<file path="src/rtl/serial_twos_complement.sv">
// serial_twos_complement: LSB-first bit-serial pass/negate/abs with valid/ready handshakes
module serial_twos_complement #(
  parameter int WIDTH = 8
) (
  input  logic             clk,
  input  logic             rst_n,
  input  logic             in_valid,
  output logic             in_ready,
  input  logic [WIDTH-1:0] in_data,
  input  logic [1:0]       mode,
  output logic             out_valid,
  input  logic             out_ready,
  output logic [WIDTH-1:0] out_data,
  output logic             overflow
);
  localparam int CW = $clog2(WIDTH);
  localparam logic [WIDTH-1:0] MIN_VAL = {1'b1, {(WIDTH-1){1'b0}}};
  typedef enum logic [1:0] {IDLE, SHIFT, DONE} state_t;
  state_t state_q, state_d;
  logic [WIDTH-1:0] sr_q, sr_d, res_q, res_d;
  logic [CW-1:0] cnt_q, cnt_d;
  logic neg_q, neg_d, seen_q, seen_d, ovf_q, ovf_d;
  logic neg_in, r;
  assign neg_in = (mode == 2'b01) | ((mode == 2'b10) & in_data[WIDTH-1]);
  // Bits below and including the first one pass; all later bits invert.
  assign r = (neg_q & seen_q) ? ~sr_q[0] : sr_q[0];
  assign in_ready = state_q == IDLE;
  assign out_valid = state_q == DONE;
  assign out_data = res_q;
  assign overflow = ovf_q & (state_q == DONE);
  always_comb begin
    state_d = state_q;
    sr_d = sr_q;
    res_d = res_q;
    cnt_d = cnt_q;
    neg_d = neg_q;
    seen_d = seen_q;
    ovf_d = ovf_q;
    case (state_q)
      IDLE: if (in_valid) begin
        sr_d = in_data;
        neg_d = neg_in;
        ovf_d = neg_in & (in_data == MIN_VAL);
        cnt_d = CW'(WIDTH - 1);
        seen_d = 1'b0;
        state_d = SHIFT;
      end
      SHIFT: begin
        sr_d = sr_q >> 1;
        res_d = {r, res_q[WIDTH-1:1]};
        seen_d = seen_q | sr_q[0];
        cnt_d = (cnt_q == '0) ? '0 : cnt_q - CW'(1);
        state_d = (cnt_q == '0) ? DONE : SHIFT;
      end
      DONE: state_d = out_ready ? IDLE : DONE;
      default: state_d = IDLE;
    endcase
  end
  always_ff @(posedge clk or negedge rst_n) begin
    if (!rst_n) begin
      state_q <= IDLE;
      sr_q <= '0;
      res_q <= '0;
      cnt_q <= '0;
      neg_q <= 1'b0;
      seen_q <= 1'b0;
      ovf_q <= 1'b0;
    end else begin
      state_q <= state_d;
      sr_q <= sr_d;
      res_q <= res_d;
      cnt_q <= cnt_d;
      neg_q <= neg_d;
      seen_q <= seen_d;
      ovf_q <= ovf_d;
    end
  end
endmodule

</file>
<file path="config.mk">
export PLATFORM = sky130hd
export DESIGN_NAME = serial_twos_complement
export DESIGN_NICKNAME = d
export VERILOG_FILES = /design/src/rtl/serial_twos_complement.sv
export SDC_FILE = /design/constraint.sdc
export NUM_CORES = 1
export LEC_CHECK = 0
export ABC_CLOCK_PERIOD_IN_PS = 1580
export CAP_MARGIN = 15
export CORE_MARGIN = 2
export CORE_UTILIZATION = 48
export CTS_CLUSTER_DIAMETER = 120
export DETAILED_ROUTE_END_ITERATION = 10
export PLACE_DENSITY = 0.86
export SYNTH_ARGS = -nofsm -noshare
export SYNTH_HDL_FRONTEND = slang
export SYNTH_SLANG_ARGS = --single-unit
export TNS_END_PERCENT = 1
</file>
<file path="constraint.sdc">
create_clock -name clk -period 1.58 [get_ports clk]
set_clock_uncertainty 0.05 [all_clocks]
set_input_delay 0.316 -clock clk [delete_from_list [all_inputs] [get_ports clk]]
set_output_delay 0.316 -clock clk [all_outputs]
set_load 0.01 [all_outputs]
</file>
---- Word level (Yosys, flattened, before mapping) ----
Index checks and enable logic that the tools add are counted.
word-level totals
  bits in registers ....................... 24
  latch bits .............................. 0
  RAM bits ................................ 0
  bits in read-only memories .............. 0
  output and inout port bits .............. 11
  logic and storage cells ................. 38
  memories ................................ 0
cells by class
  add/subtract/negate cells ............... 1
  multipliers ............................. 0
  divide/modulo/power cells ............... 0
  magnitude comparators ................... 0
  equality and inequality tests ........... 6
  shift-type cells ........................ 0
  mux-type cells .......................... 12
  bitwise operators ....................... 7
  reduce and logical (&&, ||, !) cells .... 5
operators by type and width
  cell                 number
  $pmux 8 s2           1
  $eq 8x8->1 const B   1
  $mux 8               1
  $mux 2               3
  $mux 3               2
  $pmux 2 s3           1
  $pmux 3 s2           1
  $and 1x1->1          4
  $eq 2x1->1 const B   2
  $eq 2x2->1 const B   2
  $reduce_and 2->1     2
  $logic_not 3->1      1
  $sub 3x1->3 const B  1
  $logic_not 2->1      1
  $mux 1               2
  $ne 2x2->1 const B   1
  $or 1x1->1           2
  $pmux 1 s2           1
  $reduce_bool 2->1    1
  $not 1->1            1

---- Logic depth before layout (Yosys ltp) ----
Gate-level depths: netlist of the first run.
  depth after elaboration ................. 4
  gate-level depth with buffers ........... 5

---- Worst setup path before layout of the first run ----
Ideal clock, no wire load.
  path type ............................... reg-to-reg
  start point ............................. register state_q[0]
  end point ............................... register sr_q[5]
  setup time .............................. 0.121 ns
  arrival time ............................ 1.208 ns
  required time ........................... 1.409 ns
  slack ................................... 0.202 ns
  stages on the path, launching flop included .. 6
  path through ............................ dfrtp_1 > or3b_1 > buf_2 > buf_6 > o22ai_2 > nor2_1
between the ends
  word-level cells in the longest chain between the ends .. 3
  elaborated cells on any way between the ends .. 6
  classes of those cells .................. eq/ne (2); mux (1); reduce/logical (3)
RTL lines
  what                                                                     line  RTL
  start, declared                                                          19    state_t state_q, state_d;
  start signal, assigned                                                   69    state_q <= state_d;
  $eq 2x1->1 / $logic_not 2->1 (equally long branches)                     39    case (state_q)
  $reduce_bool 2->1 (no source line) / $ne 2x2->1 (equally long branches)  -
  $reduce_and 2->1 (no source line)                                        -
  end signal, assigned                                                     70    sr_q <= sr_d;
  end, declared                                                            20    logic [WIDTH-1:0] sr_q, sr_d, res_q, res_d;
Parallel ways exist; a longest one is shown, timed or not.
A chain may end at the register's enable or synchronous reset.

---- Final worst setup path of the first run ----
  start point ............................. register state_q[1]
  end point ............................... output overflow
between the ends
  word-level cells in the longest chain between the ends .. 2
RTL lines
  what           line  RTL
  $eq 2x2->1     30    assign overflow = ovf_q & (state_q == DONE);
  $and 1x1->1    30
  end, declared  14    output logic overflow
No other way between the ends.

==> results of run 1 <==
cell usage after synthesis:
cell type,instances,share of area
nand2_1,28,0.097
dfrtp_1,24,0.56
nor2_1,11,0.038
nor3_1,7,0.032
o22ai_1,5,0.029
buf_2,4,0.019
o21ai_0,4,0.019
inv_1,3,0.010
ha_1,2,0.023
nand3_1,2,0.0093
o21ai_1,2,0.0093
o22ai_2,2,0.023
xor2_1,2,0.016
a21oi_1,1,0.0046
a22o_1,1,0.0081
a31oi_1,1,0.0058
and2_1,1,0.0058
and2b_1,1,0.0070
buf_6,1,0.010
clkbuf_2,1,0.0046
mux2_2,1,0.010
nor2b_1,1,0.0058
nor3b_2,1,0.012
nor4_1,1,0.0058
nor4b_1,1,0.0081
o311ai_0,1,0.0081
o31ai_1,1,0.0070
or2b_1,1,0.0070
or3b_1,1,0.0081
cells by family after synthesis:
| kind of cell | Yosys count |
|---|---|
| AOI/OAI and AO/OA | 18 |
| xor gates and xnor gates | 2 |
| adders and majority gates | 2 |
| buffers and inverters | 9 |
| DFF | 24 |
| muxes | 1 |
| and+or+nand+nor | 56 |
placed cells by master, fill, tap and decap left out, drive strengths merged:
cell,Yosys,routed
dlygate4sd2,0,8
clkdlybuf4s15,0,1
mux2,1,1
buf,5,11
and2,1,1
nand2,28,28
nor2b,1,1
nor2,11,11
o31ai,1,1
nor3b,1,1
clkbuf,1,5
nor4,1,1
and2b,1,1
dfrtp,24,24
nor3,7,7
o22ai,7,7
a31oi,1,1
a21oi,1,1
or2b,1,1
nor4b,1,1
nand3,2,2
o21ai,6,6
clkdlybuf4s50,0,13
ha,2,2
o311ai,1,1
xor2,2,2
a22o,1,1
or3b,1,1
inv,3,3
per-stage QoR:
step                      hold WS (ns)  instance area, sq um  power [W]  setup WS, ns    util
after floorplan               -0.02959                  1080   0.001874        0.2017       -
after global placement          0.4150                  1391   0.002357       -0.1272  0.6413
after detailed placement        0.4275                  1391   0.002427       -0.1507  0.6413
after CTS                       0.2984                  1433   0.002714     -0.008959  0.6603
after global routing            0.3144                  1449   0.002949      -0.08866  0.6678
final                           0.2901                  1449   0.002739      -0.01116  0.6678
state kept, by name, indices dropped and copies added (netlist names):
| signal | cells |
|---|---|
| seen_q | 1 |
| neg_q | 1 |
| state_q | 2 |
| out_data | 8 |
| cnt_q | 3 |
| sr_q | 8 |
| ovf_q | 1 |
path summary, 6_finish.rpt:
kind / startpoint / endpoint / slack, ns / cells past startpoint
min reg2reg: out_data[0] / out_data[0] / 0.45 / 2
min in group clk: out_data[0] / out_data[0] / 0.45 / 2
max reg2reg: state_q[1] / sr_q[2] / -0.01 / 6
max in group asynchronous: rst_n / out_data[0] / 0.96 / 2
min: rst_n / sr_q[6] / 0.29 / 2
max: state_q[1] / overflow / -0.01 / 3
critical path: cells and delay by family (launching register included):
kind | cells | cell delay (ns)
buffers and inverters | 1 | 0.13
DFF | 1 | 0.43
and+or+nand+nor | 2 | 0.35
layer usage:
metal | wire, um | vias to the layer above | GRT usage
li1 | - | 438 | -
met1 | 1073 | 415 | 0.2524
met2 | 1132 | 20 | 0.3056
met3 | 85 | 5 | 0.03216
met4 | 36 | 0 | 0.09211
met5 | 0 | - | 0
final cells by class:
cell class                      count  area (sq um)
Clock buffer                        4         36.28
Fill cell                         190         720.7
Inverter                            3         11.26
Multi-Input combinational cell     79         454.2
Sequential cell                    24         600.6
Tap cell                           28         35.03
Timing Repair Buffer               34         311.5
power groups by stage:
stage	registers [W]	logic [W]	clock network, W
after floorplan	0.00110	0.000769	0
after global placement	0.00108	0.00128	0
after detailed placement	0.00110	0.00133	0
after CTS	0.00108	0.00130	0.000329
after global routing	0.00112	0.00148	0.000347
final	0.00109	0.00133	0.000321
timing repair:
action	CTS	global route
resized for setup	19	5
buffers inserted	1	1
endpoints found under the hold margin	0	0
pin swaps	0	1
endpoints found under the setup margin	27	11
==> out/metrics.csv, run 1 <==
metric,value,unit
cts_made_buffers,3,
layout.nets,161,
slowest_stage,dfrtp_1,
synth_compound_area_frac,0.1136,
min_path_type,in -> async,
die-area,2645,sq um
synth_top_family_by_area,simple AND/OR/NAND/NOR gates,
routed_wl,2328,um
criticalPathCategory,reg -> out,
cp-end-kind,output pin,
yosys.area_share.simple,0.2364,
viasPerCell,5.105,
die_w,51.43,um
n_antenna_cell,0,
clkSinkCount,24,
p_int,0.001662,W
cts_hold_buf,0,
gp_congestion,0.7887,
finalMaxSlewViolations,0,
status,finished with violations,
clock.fmax,0.6285,GHz
violations,negative setup slack,
instances_no_fill,172,
port_buffers,24,
cp_cell_sequence,"and2b_2, and2_1, buf_2",
htreeDepth,1,
grt_max_degree,25,
synth-xor-area-share,0.01622,
yosysSeqAreaShare,0.5562,
clockBufferDepth,2,
num_vias,878,
required,1.21,ns
io_pins,25,
worstPathArrival,1.23,ns
cts_tree,done,
yosys.area_share.adder,0.02317,
power_switching,0.001078,W
antenna_found_initial,0,
muxShareOfSynthArea,0.01043,
start_kind,flip-flop,
switching_share,0.3935,
synth.avg_cell_area,9.641,sq um
power-per-cell-area,1891,nW/um^2
ys_seq_elements,24,
final.setup.worst_slack,-0.01116,ns
synth_warnings,0,
yosysUniqueCellTypes,29,
numPlacedInstances,166,
postRouteAntennaNets,0,
core_area,2170,sq um
crit_fanout,4,
grt_remaining_overflow,0,
drtPass1Iterations,4,
combinationalPowerShare,0.486,
syn_nets,128,
p_leak,0.6966,nW
cpPeakStageDelay,0.43,ns
cts-root-buf,clkbuf_4,
fp.dieH,51.43,um
clkLatencyLatePin,0.32,ns
drc,0,
drive_gt1_frac,0.1736,
netlist_area,1080,sq um
avgRoutedWirePerCell,13.53,um
synth_cells,112,
worst-slew-pin-transition,0.6546,ns
period_share,1.007,
grt_usage,0.1914,
drt_iter0_markers,9,
final_hold_viol_count,0,
grt_first_pass_wirelength,3705,um
slew_headroom,0.5616,
drv_cap,0,
rsz0062_at_grt,true,
ir_drop,0.9793,mV
period_minus_slack,1.591,ns
hpwl,1641,um
clockPowerShare,0.117,
placementRows,17,
tns,-0.03585,ns
clk_pin_slew_worst_paths,0.13,ns
start_util,0.4977,
p_seq_frac,0.397,
syn2layout_area_growth,34.18,%
finalSetupViolCount,5,
grt_pass1_vias,838,
(Power assumes the default switching activity.)
==> run 2: changes to the inputs <==
--- a/config.mk
+++ b/config.mk
@@ -8,10 +8,10 @@
 export ABC_CLOCK_PERIOD_IN_PS = 1580
 export CAP_MARGIN = 15
 export CORE_MARGIN = 2
-export CORE_UTILIZATION = 48
+export CORE_UTILIZATION = 35
 export CTS_CLUSTER_DIAMETER = 120
 export DETAILED_ROUTE_END_ITERATION = 10
-export PLACE_DENSITY = 0.86
+export PLACE_DENSITY = 0.68
 export SYNTH_ARGS = -nofsm -noshare
 export SYNTH_HDL_FRONTEND = slang
 export SYNTH_SLANG_ARGS = --single-unit
==> run 2 against run 1 <==
Net effect: the run still ends with negative setup slack left; hold slack gained 0.0024 ns; die area grew 34%; clock power is essentially flat; largest cell class unchanged; largest power group unchanged.
==> out/metrics.csv, run 2 (synthesis gave the netlist of run 1 again) <==
metric,value,unit,change
status,finished with violations,,unchanged
violations,negative setup slack,,unchanged
drc,0,,unchanged
gp_congestion,0.7694,,was 0.7887
clkLatencyLatePin,0.31,ns,was 0.32 ns
core_area,3003,sq um,was 2170 sq um
grt_first_pass_wirelength,3946,um,was 3705 um
clkSinkCount,24,,unchanged
final_hold_viol_count,0,,unchanged
fp.dieH,59.55,um,was 51.43 um
clock.fmax,0.6300,GHz,was 0.6285 GHz
drt_iter0_markers,25,,was 9
die_w,59.55,um,was 51.43 um
tns,-0.007384,ns,was -0.03585 ns
htreeDepth,1,,unchanged
start_kind,flip-flop,,unchanged
criticalPathCategory,reg -> out,,unchanged
finalMaxSlewViolations,0,,unchanged
crit_buf_inv,1,,unchanged
crit_fanout,4,,unchanged
clockBufferDepth,2,,unchanged
num_vias,903,,was 878
routed_wl,2413,um,was 2328 um
grt_usage,0.1490,,was 0.1914
grt_max_degree,25,,unchanged
placementRows,20,,was 17
cp-end-kind,output pin,,unchanged
p_leak,0.6878,nW,was 0.6966 nW
min_path_type,in -> async,,unchanged
hpwl,1668,um,was 1641 um
worst-slew-pin-transition,0.6313,ns,was 0.6546 ns
post-route-util,0.4758,,was 0.6678
power-per-cell-area,1863,nW/um^2,was 1891 nW/um^2
pre_cts_slack,-0.1838,ns,was -0.1507 ns
mostFrequentLayoutCell,nand2_1,,unchanged
grt_remaining_overflow,0,,unchanged
drtPass1Iterations,4,,unchanged
clk_pin_slew_worst_paths,0.13,ns,about the same
n_antenna_cell,0,,unchanged
drv_cap,0,,unchanged
period_share,1.005,,was 1.007
final.setup.worst_slack,-0.007384,ns,was -0.01116 ns
finalSetupViolCount,1,,was 5
grt_pass1_vias,914,,was 838
worstPathArrival,1.22,ns,was 1.23 ns
period_minus_slack,1.587,ns,was 1.591 ns
syn2layout_area_growth,32.33,%,was 34.18%
cts_made_buffers,3,,unchanged
antenna_found_initial,0,,unchanged
instances_no_fill,176,,was 172
viasPerCell,5.131,,was 5.105
layout.nets,160,,was 161
cts_tree,done,,unchanged
port_buffers,24,,unchanged
slew_headroom,0.5772,,was 0.5616
die-area,3546,sq um,was 2645 sq um
numPlacedInstances,171,,was 166
cp_cell_sequence,"and2b_1, and2_1, buf_2",,"was and2b_2, and2_1, buf_2"
io_pins,25,,unchanged
start_util,0.3596,,was 0.4977
required,1.21,ns,about the same
avgRoutedWirePerCell,13.71,um,was 13.53 um
slowest_stage,dfrtp_1,,unchanged
rsz0062_at_grt,true,,unchanged
postRouteAntennaNets,0,,unchanged
final_cell_mix,"28 x nand2_1, 24 x dfrtp_1, 13 x clkdlybuf4s50_1",,unchanged
drive_gt1_frac,0.1678,,was 0.1736
ir_drop,0.7672,mV,was 0.9793 mV
cts-root-buf,clkbuf_4,,unchanged
cpPeakStageDelay,0.45,ns,was 0.43 ns
cp_top_family,flip-flops,,unchanged
==> run 2: cell types whose count changed in the layout (fill, tap and decap cells not counted), sizes merged <==
cell           before  now
buf                11   12
clkbuf              5    4
clkdlybuf4s15       1    0
==> run 2: per-stage QoR <==
stage	area [sq um]	power [W]	hold slack, ns
6_report	1429	0.002661	0.2925
5_1_grt	1429	0.002899	0.3175
4_1_cts	1406	0.002643	0.3011
3_5_place_dp	1385	0.002385	0.4176
3_3_place_gp	1385	0.002325	0.4087
2_1_floorplan	1080	0.001874	-0.02959
==> run 2: cell type report <==
type	count	area, sq um
clock buffer	4	36.28
fill	285	1574
inverter	3	11.26
multi-input combinational	79	452.9
sequential	24	600.6
tap	33	41.29
timing repair buffer	33	286.5
==> run 2: worst paths after layout <==
path,start,slack (ns),cells past startpoint,end
worst min-delay path,rst_n,0.29,2,state_q[0]
worst max-delay path,state_q[1],-0.007,3,overflow
max in group asynchronous,rst_n,0.94,2,neg_q
worst max register to register,state_q[1],0.05,5,sr_q[0]
worst min register to register,out_data[0],0.44,2,out_data[0]
min in group clk,out_data[0],0.44,2,out_data[0]
==> run 2: repair_timing <==
item                                    CTS  global route
setup buffers                             1             0
endpoints found under the setup margin   27             9
pin swaps                                 0             1
cloned                                    0             0
hold endpoints to repair                  0             0
resized for setup                        21             4
hold buffers                              0             0
==> run 2: worst register-to-register path, cell delays in order, from the launching register on <==
cell and delay [ns]:
dfrtp_1 0.45, buf_4 0.16, or3b_1 0.37, buf_6 0.17, o22ai_2 0.15, nor2_1 0.07
==> run 2: power by group <==
group	switching [W]	internal (W)	total [W]
logic	0.000689	0.000565	0.00125
registers	0.000191	0.000899	0.00109
clock network	0.000177	0.000141	0.000318
total	0.00106	0.00160	0.00266
==> run 2: layer usage <==
metal | routed length (um) | part of all wire | up-vias | global-route usage
met1 | 1145 | 0.47 | 434 | 0.1902
met2 | 1082 | 0.45 | 24 | 0.2433
met3 | 130 | 0.054 | 5 | 0.01528
met5 | 0 | 0 | - | 0
met4 | 55 | 0.023 | 0 | 0.08889
li1 | - | - | 440 | -
==> run 3: changes to the inputs <==
--- a/config.mk
+++ b/config.mk
@@ -6,7 +6,6 @@
 export NUM_CORES = 1
 export LEC_CHECK = 0
 export ABC_CLOCK_PERIOD_IN_PS = 1580
-export CAP_MARGIN = 15
 export CORE_MARGIN = 2
 export CORE_UTILIZATION = 35
 export CTS_CLUSTER_DIAMETER = 120
==> results of run 3 <==
The final DEF is identical to that of run 2; final timing and power are the same.
